## src/rtl/seg_scan_ctrl_if.sv

```systemverilog
// Load port for seg_scan_ctrl: valid/ready transfer of a 24-bit display value
// (six hex nibbles, nibble 0 = rightmost digit on CS[0]).
interface seg_scan_ctrl_if;
  logic        LOAD_VALID;
  logic        LOAD_READY;
  logic [23:0] LOAD_DATA;

  modport master (output LOAD_VALID, output LOAD_DATA, input LOAD_READY);
  modport slave  (input LOAD_VALID, input LOAD_DATA, output LOAD_READY);
endinterface

```

## src/rtl/seg_scan_ctrl.sv

```systemverilog
// Six-digit 7-segment scan scheduler. Each digit slot is SCAN_DIV cycles: the
// first BLANK_CYC cycles drive everything off (anti-ghosting), the rest light
// one digit. New values land in a shadow register and are swapped into the
// active register only at frame boundaries, so a frame never tears.
// Optional build macro SEG_LZ_BLANK_EN: leading-zero blanking on digits 1..5.
module seg_scan_ctrl #(
  parameter int SCAN_DIV  = 50000,
  parameter int BLANK_CYC = 500
) (
  input  logic             CLK,
  input  logic             RST,
  input  logic             ENABLE,
  seg_scan_ctrl_if.slave   load,
  output logic [6:0]       DB,
  output logic [5:0]       CS,
  output logic             FRAME_DONE
);

  localparam int CNT_W = $clog2(SCAN_DIV);
  localparam logic [CNT_W-1:0] CNT_BLANK_END = CNT_W'(BLANK_CYC - 1);
  localparam logic [CNT_W-1:0] CNT_SLOT_END  = CNT_W'(SCAN_DIV - 1);

  typedef enum logic [1:0] {IDLE, BLANK, SHOW} state_t;

  state_t           state, state_nxt;
  logic [CNT_W-1:0] cnt, cnt_nxt;
  logic [2:0]       idx, idx_nxt;
  logic [23:0]      active;
  logic [23:0]      shadow;
  logic             ready_q;
  logic             accept;
  logic             frame_end;
  logic [6:0]       db_nxt;
  logic [5:0]       cs_nxt;
  logic             fd_nxt;

  // Hex digit to active-low segments {g,f,e,d,c,b,a}
  function automatic logic [6:0] seg_decode(input logic [3:0] nib);
    logic [6:0] seg;
    case (nib)
      4'h0: seg = 7'h40;
      4'h1: seg = 7'h79;
      4'h2: seg = 7'h24;
      4'h3: seg = 7'h30;
      4'h4: seg = 7'h19;
      4'h5: seg = 7'h12;
      4'h6: seg = 7'h02;
      4'h7: seg = 7'h78;
      4'h8: seg = 7'h00;
      4'h9: seg = 7'h10;
      4'hA: seg = 7'h08;
      4'hB: seg = 7'h03;
      4'hC: seg = 7'h46;
      4'hD: seg = 7'h21;
      4'hE: seg = 7'h06;
      default: seg = 7'h0E;
    endcase
    return seg;
  endfunction

  // Nibble for a digit position; positions 6/7 never occur
  function automatic logic [3:0] nib_sel(input logic [23:0] val, input logic [2:0] dig);
    logic [3:0] nib;
    case (dig)
      3'd0:    nib = val[3:0];
      3'd1:    nib = val[7:4];
      3'd2:    nib = val[11:8];
      3'd3:    nib = val[15:12];
      3'd4:    nib = val[19:16];
      default: nib = val[23:20];
    endcase
    return nib;
  endfunction

`ifdef SEG_LZ_BLANK_EN
  // True when the digit and every more-significant digit are zero; digit 0 stays lit
  function automatic logic lz_blank(input logic [23:0] val, input logic [2:0] dig);
    logic zero;
    zero = (dig != 3'd0);
    for (int i = 1; i < 6; i++) begin
      if (i >= int'(dig) && val[4*i +: 4] != 4'h0) zero = 1'b0;
    end
    return zero;
  endfunction
`endif

  assign accept          = load.LOAD_VALID & ready_q;
  assign load.LOAD_READY = ready_q;
  assign frame_end       = ENABLE && (state == SHOW) && (idx == 3'd5) && (cnt == CNT_SLOT_END);

  // FSM state register with slot counter and digit index
  always_ff @(posedge CLK or posedge RST) begin
    if (RST) begin
      state <= IDLE;
      cnt   <= '0;
      idx   <= '0;
    end else begin
      state <= state_nxt;
      cnt   <= cnt_nxt;
      idx   <= idx_nxt;
    end
  end

  // Next-state logic: blank gap, then lit digit, then advance to the next slot
  always_comb begin
    state_nxt = state;
    cnt_nxt   = cnt;
    idx_nxt   = idx;
    if (!ENABLE) begin
      state_nxt = IDLE;
      cnt_nxt   = '0;
      idx_nxt   = '0;
    end else begin
      unique case (state)
        IDLE: begin
          state_nxt = BLANK;
          cnt_nxt   = '0;
          idx_nxt   = '0;
        end
        BLANK: begin
          cnt_nxt = cnt + 1'b1;
          if (cnt == CNT_BLANK_END) state_nxt = SHOW;
        end
        SHOW: begin
          if (cnt == CNT_SLOT_END) begin
            state_nxt = BLANK;
            cnt_nxt   = '0;
            idx_nxt   = (idx == 3'd5) ? 3'd0 : idx + 3'd1;
          end else begin
            cnt_nxt = cnt + 1'b1;
          end
        end
        default: begin
          state_nxt = IDLE;
          cnt_nxt   = '0;
          idx_nxt   = '0;
        end
      endcase
    end
  end

  // Output decode from the upcoming state so registered outputs line up with it
  always_comb begin
    db_nxt = 7'h7F;
    cs_nxt = 6'h3F;
    fd_nxt = 1'b0;
    if (state_nxt == SHOW) begin
      cs_nxt = ~(6'b000001 << idx_nxt);
`ifdef SEG_LZ_BLANK_EN
      db_nxt = lz_blank(active, idx_nxt) ? 7'h7F : seg_decode(nib_sel(active, idx_nxt));
`else
      db_nxt = seg_decode(nib_sel(active, idx_nxt));
`endif
      fd_nxt = (idx_nxt == 3'd5) && (cnt_nxt == CNT_SLOT_END);
    end
  end

  // Output registers
  always_ff @(posedge CLK or posedge RST) begin
    if (RST) begin
      DB         <= 7'h7F;
      CS         <= 6'h3F;
      FRAME_DONE <= 1'b0;
    end else begin
      DB         <= db_nxt;
      CS         <= cs_nxt;
      FRAME_DONE <= fd_nxt;
    end
  end

  // Shadow load and frame-boundary swap; an accept and a swap never coincide
  // because accept needs an empty shadow and swap needs a full one
  always_ff @(posedge CLK or posedge RST) begin
    if (RST) begin
      active  <= '0;
      shadow  <= '0;
      ready_q <= 1'b1;
    end else if (accept) begin
      shadow  <= load.LOAD_DATA;
      ready_q <= 1'b0;
    end else if (!ready_q && (frame_end || state == IDLE)) begin
      active  <= shadow;
      ready_q <= 1'b1;
    end
  end

endmodule
```

## src/flat_wrapper.sv

```systemverilog
// flat-port wrapper written by rule: the top's interface ports become plain ports
module seg_scan_ctrl_flat 
#(
  parameter int SCAN_DIV  = 50000,
  parameter int BLANK_CYC = 500
)
  (CLK, RST, ENABLE, DB, CS, FRAME_DONE, load_LOAD_VALID, load_LOAD_DATA, load_LOAD_READY);
  seg_scan_ctrl_if load_i ();
  input  logic CLK;
  input  logic RST;
  input  logic ENABLE;
  output logic [6:0] DB;
  output logic [5:0] CS;
  output logic FRAME_DONE;
  input wire logic [$bits(load_i.LOAD_VALID)-1:0] load_LOAD_VALID;
  input wire logic [$bits(load_i.LOAD_DATA)-1:0] load_LOAD_DATA;
  output wire logic [$bits(load_i.LOAD_READY)-1:0] load_LOAD_READY;
  assign load_i.LOAD_VALID = load_LOAD_VALID;
  assign load_i.LOAD_DATA = load_LOAD_DATA;
  assign load_LOAD_READY = load_i.LOAD_READY;
  seg_scan_ctrl #(.SCAN_DIV(SCAN_DIV), .BLANK_CYC(BLANK_CYC)) u_core (.CLK(CLK), .RST(RST), .ENABLE(ENABLE), .load(load_i), .DB(DB), .CS(CS), .FRAME_DONE(FRAME_DONE));
endmodule
```

## config.mk

```make
export PLATFORM = sky130hd
export DESIGN_NAME = seg_scan_ctrl_flat
export DESIGN_NICKNAME = d
export VERILOG_FILES = /design/src/rtl/seg_scan_ctrl_if.sv /design/src/rtl/seg_scan_ctrl.sv /design/src/flat_wrapper.sv
export SDC_FILE = /design/constraint.sdc
export NUM_CORES = 1
export LEC_CHECK = 0
export BUFFER_PORTS_ARGS = -buffer_cell sky130_fd_sc_hd__buf_2
export CAP_MARGIN = 20
export CORE_MARGIN = 4
export CORE_UTILIZATION = 30
export CTS_CLUSTER_DIAMETER = 150
export DETAILED_ROUTE_END_ITERATION = 10
export GPL_TIMING_DRIVEN = 0
export PLACE_DENSITY = 0.49
export SETUP_SLACK_MARGIN = 0.02
export SYNTH_ARGS = -nofsm -noshare
export SYNTH_HDL_FRONTEND = slang
export SYNTH_SLANG_ARGS = --single-unit
```

## constraint.sdc

```tcl
create_clock -name CLK -period 5.55 [get_ports CLK]
set_clock_uncertainty 0.2 [all_clocks]
set_input_delay 1.11 -clock CLK [delete_from_list [all_inputs] [get_ports CLK]]
set_output_delay 1.11 -clock CLK [all_outputs]
set_load 0.05 [all_outputs]
```

# After elaboration in Yosys (flattened, before gate mapping)
# Memories as Yosys holds them, arrays and structs flattened.
# Cells that the tools add are included.
# W data, S select, Z words.
# totals
regBits,84
mem_bits_ro,112
in_bits,28
output_inout_bits,15
word_cells,57
mem_count,1
# memory_table
memory,words,width,read_ports,rd_ports_with_merged_regs,wr,line_no,source
(no name shown),16,7,1,0,0,seg_scan_ctrl.sv:40,case (nib)
# classes
add_sub_neg,2
eq_ne,12
n_shift,1
n_mux,18
bitwise_logic,3
n_reduce_logical,11
# ops
cell,count
$eq A16 B16 Y1 const B,2
$mux W16,2
$pmux W16 S2,1
$pmux W4 S5,1
$add A16 B1 Y16 const B,1
$eq A16 B9 Y1 const B,1
$eq A3 B3 Y1 const B,3
$mux W3,3
$mux W7,1
$eq A3 B2 Y1 const B,2
$mux W2,3
$mux W6,1
$not A6 Y6,1
$pmux W2 S3,1
$pmux W3 S2,1
$shl A1 B3 Y6 const A,1
$logic_and A1 B1 Y1,5
$eq A2 B2 Y1 const B,2
$mux W4,1
$add A3 B1 Y3 const B,1
$eq A3 B1 Y1 const B,1
$logic_not A3 Y1,1
$mux W1,3
$eq A2 B1 Y1 const B,1
7 further kinds,7

# Depth between registers and ports, before layout
# An unclocked memory read counts as a cell.
# logic_depth
word_depth,10
mapped_depth,16
depth_no_buf,15

# Least setup slack after synthesis
# Ideal clock, no wire load.
# synth_path
kind,flip-flop to flip-flop
start,register u_core.cnt[10]
end,register u_core.DB[3]
setup_ns,0.077
arrival_ns,3.255
required_ns,5.273
path_slack_ns,2.018
stages_incl_launch_ff,13
n_path_buf,0
synth_period_minus_slack_ns,3.532
path_cell_list,dfrtp_1 or4_4 o41ai_2 a311o_2 inv_2 nor2_2 mux2_2 o211ai_2 ha_1 inv_1 a211oi_1 a2111oi_4 a31oi_1
# synth_via
elab_chain_len,9
# synth_rtl
item,line_no,source
from (decl),seg_scan_ctrl.sv:26,"logic [CNT_W-1:0] cnt, cnt_nxt;"
from (signal assigned),seg_scan_ctrl.sv:99,cnt <= cnt_nxt;
$eq A16 B16 Y1,seg_scan_ctrl.sv:125,if (cnt == CNT_SLOT_END) begin
$mux W3,seg_scan_ctrl.sv:125,
$pmux W3 S2,seg_scan_ctrl.sv:114,unique case (state)
$mux W3,seg_scan_ctrl.sv:109,if (!ENABLE) begin
$eq A3 B3 Y1 (tied with other cells),seg_scan_ctrl.sv:64,case (dig)
$pmux W4 S5,seg_scan_ctrl.sv:64,
$mux W4,seg_scan_ctrl.sv:147,if (state_nxt == SHOW) begin
$mem_v2 Z16 W7,n/a,
$mux W7 (*),seg_scan_ctrl.sv:147,
via u_core.db_nxt[3],seg_scan_ctrl.sv:33,logic [6:0] db_nxt;
to (signal assigned),seg_scan_ctrl.sv:165,DB <= db_nxt;
to (decl),seg_scan_ctrl.sv:14,"output logic [6:0] DB,"
# The timed path passes the listed nets; every way through them passes the cells marked *. The select of a mux whose other input is x is not followed.
# A chain may end at the register's enable or synchronous reset.

# Worst setup path in the final report
# Same ends and word-level chain as after synthesis.

==> qor.yml <==
worst_setup_path:
  ff2ff_path_depth: 12
  critical-path-slowest-cell: "or4_4"
  cp_slowest_stage_delay_ps: 600
  path_max_fanout: 6
  arrival_ps: 4260
  path_cells: "or4_4 -> o41ai_2 -> a311o_2 -> inv_2 -> nor2_2 -> mux2_2 -> o211ai_2 -> ha_1 -> inv_1 -> a211oi_1 -> a2111oi_4 -> a31oi_1"
  cp_num_buf_inv: 2
  r2r-end: "u_core.DB[3]"
  r2r_slack_ps: 1360
  cp-end-kind: "flop"
  startpoint: "u_core.cnt[10]"
  required_ps: 5610
  crit_cells: 12
  cp-endpoint: "u_core.DB[3]"
  worst-setup-path-type: "reg2reg"
  cp-start-kind: "flop"
  crit_family: "compound AO/OA/AOI/OAI gates"
  reg2reg_from: "u_core.cnt[10]"
clocking:
  hold_buffers: 0
  root_buffer: "clkbuf_16"
  cts_setup_buffers: 0
  clockBufferDepth: 2
  cts_tree: "yes"
  clock_latency_ps: 340
  cts-buffers-inserted: 9
  path_clk_slew_ps: 70
  cts_resized: 0
  ctsHtreeMaxLevel: 3
  numClockSinks: 84
routing:
  drc: 0
  avgRoutedWirePerCell_um: 15.0
  vias: 2789
  drtAntennaViolNets: 0
  vias_per_cell: 4.76
  firstDrtPassIters: 4
  routed_wl_um: 8780
  drt_iter0_markers: 181
timing:
  slew_headroom: 0.548
  worst_slew_pin_slew_ps: 676
  slew_viol_final: 0
  min_period_ps: 4190
  rsz0062_at_grt: "false"
  setup_viol: 0
  setup-tns-final_ps: 0
  fmax_ghz: 0.238
  hold_violations: 0
  min_period_over_period: 0.756
power_and_ir_drop:
  p_sw_frac: 0.271
  powerDensity_mw_per_mm2: 366
  ir_drop_mv: 0.203
  intPower_w: 0.00131
  pwr-share-seq: 0.439
  p_clk_frac: 0.362
  power_frac_comb: 0.198
  leakagePower_nw: 2.04
  p_switching_w: 0.000488
final_layout:
  area_growth_pct: 19.0
  drive_above_1_share: 0.351
  multi_input_area_mm2: 0.00189
  fillers: 1350
  antennaDiodeCount: 0
  regArea_mm2: 0.00212
  fin_nets: 444
  design_area_mm2: 0.00491
logic_synthesis:
  synthArstFlopShare: 1.00
  synth_nets: 390
  ys.warnings.count: 0
  synth-edff-count: 0
  ys_ff_latch: 84
  synth_cell_types: 63
  synthCells: 351
  syn_area_mm2: 0.00413
  synth.avg_cell_area_um2: 11.8
  synth_ff_type: "dfrtp_1"
  yosysSeqAreaShare: 0.513
die:
  initial_utilization: 0.309
  rows: 42
  pin_count: 43
  fp.coreArea_mm2: 0.0133
  die_w_um: 125
  die-area_mm2: 0.0157
  die_h_um: 125
status:
  status: "finished, final reports clean"
global_route:
  grt_usage: 0.116
  grt-busiest-layer: "met2"
  grt_overflow: 0
  grt_max_degree: 56
  use_met2: 0.181
  antenna_found_initial: 0
  grt_util_met3: 0.0316
  grt_pass1_wl_um: 14800
  grt_use_met1: 0.161
  grt_pass1_vias: 2995
min_path:
  hp-class: "reg2reg"
  min_from: "u_core.shadow[10]"
place:
  gp_congestion: 0.809
  place_area_mm2: 0.00459
  numPortBuffers: 42
  dp_hpwl_um: 6470
flow_run:
  drv_cap: 0
[power groups by stage]
stage | clock network [W] | logic, W | registers, W
after floorplan | 0 | 0.000289 | 0.000775
after global placement | 0 | 0.000345 | 0.000802
after detailed placement | 0 | 0.000360 | 0.000804
after CTS | 0.000673 | 0.000361 | 0.000793
after global routing | 0.000692 | 0.000398 | 0.000804
final | 0.000652 | 0.000357 | 0.000791
[metrics by stage]
stage	total power, W	setup WS (ps)	cells	utilization	hold slack [ps]
2_1_floorplan	0.00106	2020	351	-	260
3_3_place_gp	0.00115	1010	569	0.342	281
3_5_place_dp	0.00116	1350	570	0.344	290
4_1_cts	0.00183	1330	586	0.368	302
5_1_grt	0.00190	1120	586	0.368	315
6_report	0.00180	1360	586	0.368	301
[placed cells by master, fill, tap and decap left out, types with 2 or more instances in the layout]
cell,n
or2_2,2
mux2_2,49
nand4_1,6
xor2_1,8
clkbuf_1,10
clkbuf_16,9
nor4_1,7
a41oi_1,2
nor3_1,4
nand2b_1,2
and4_1,3
nor2b_1,2
nand3_1,19
o21ai_0,3
mux2i_1,5
a211o_1,2
nand4b_1,3
inv_6,2
nand2_1,24
a31oi_1,3
and3_1,6
clkinv_2,2
dfrtp_1,70
nor2_1,25
ha_1,11
o21ai_1,2
and4b_1,2
bufinv_16,2
buf_6,2
a21oi_1,5
o21bai_1,3
dfstp_2,14
a211oi_1,7
buf_2,44
xnor2_1,7
inv_1,10
[cell type report]
cell class | count | area share
flip-flops and latches | 84 | 0.431
multi-input cells | 240 | 0.384
repair buffers | 43 | 0.0484
well taps | 176 | 0.0448
inverters | 13 | 0.0107
clock inverters | 5 | 0.0168
clock buffers | 11 | 0.0494
plain buffers | 14 | 0.0143
[worst register-to-register path: stages, from the launching register on]
cell and delay (ps):
dfrtp_1 420, or4_4 600, o41ai_2 490, a311o_2 320, inv_2 70, nor2_2 290, mux2_2 400, o211ai_2 350
ha_1 320, inv_1 60, a211oi_1 370, a2111oi_4 80, a31oi_1 160
[cell families after synthesis]
family                     share of synthesized area
AOI/OAI and AO/OA                             0.0949
xor gates and xnor gates                      0.0318
adders and majority gates                     0.0333
buffers and inverters                         0.0291
DFF                                            0.513
muxes                                          0.149
and+or+nand+nor                                0.148
[metal layers]
metal  vias to the layer above  wire (µm)
li1                       1377          -
met1                      1350       4470
met2                        52       3850
met3                        10        335
met4                         0        123
met5                         -          0
[synthesized netlist by cell type (3+ instances only)]
library cell / instances / share of area
dfrtp_1: 70 / 0.42
mux2_2: 49 / 0.13
nor2_1: 25 / 0.023
nand2_1: 24 / 0.022
nand3_1: 19 / 0.023
dfstp_2: 14 / 0.089
ha_1: 11 / 0.033
inv_1: 11 / 0.010
clkbuf_1: 9 / 0.0082
xor2_1: 8 / 0.017
a211oi_1: 7 / 0.013
nor4_1: 7 / 0.011
xnor2_1: 7 / 0.015
and3_1: 6 / 0.0091
nand4_1: 6 / 0.0091
a21oi_1: 5 / 0.0061
mux2i_1: 5 / 0.012
nor3_1: 4 / 0.0048
a31oi_1: 3 / 0.0045
and4_1: 3 / 0.0064
nand4b_1: 3 / 0.0064
o21ai_0: 3 / 0.0036
o21bai_1: 3 / 0.0055
[flip-flops by register name (all words and copies together) (netlist names)]
name,flops
u_core.DB,7
u_core.shadow,24
u_core.CS,6
u_core.state,2
u_core.idx,3
u_core.cnt,16
u_core.active,24
u_core.load.LOAD_READY,1
u_core.FRAME_DONE,1
[worst min-delay path by stage]
stage | endpoint | slack [ps] | cells past startpoint
after global placement | u_core.cnt[0] | 280 | 1
after detailed placement | u_core.shadow[10] | 290 | 1
after CTS | u_core.load.LOAD_READY | 300 | 1
after global routing | u_core.load.LOAD_READY | 320 | 1
after floorplan | u_core.cnt[0] | 260 | 1
final | u_core.shadow[10] | 300 | 1
No activity file was read; power rests on OpenSTA's default activity.
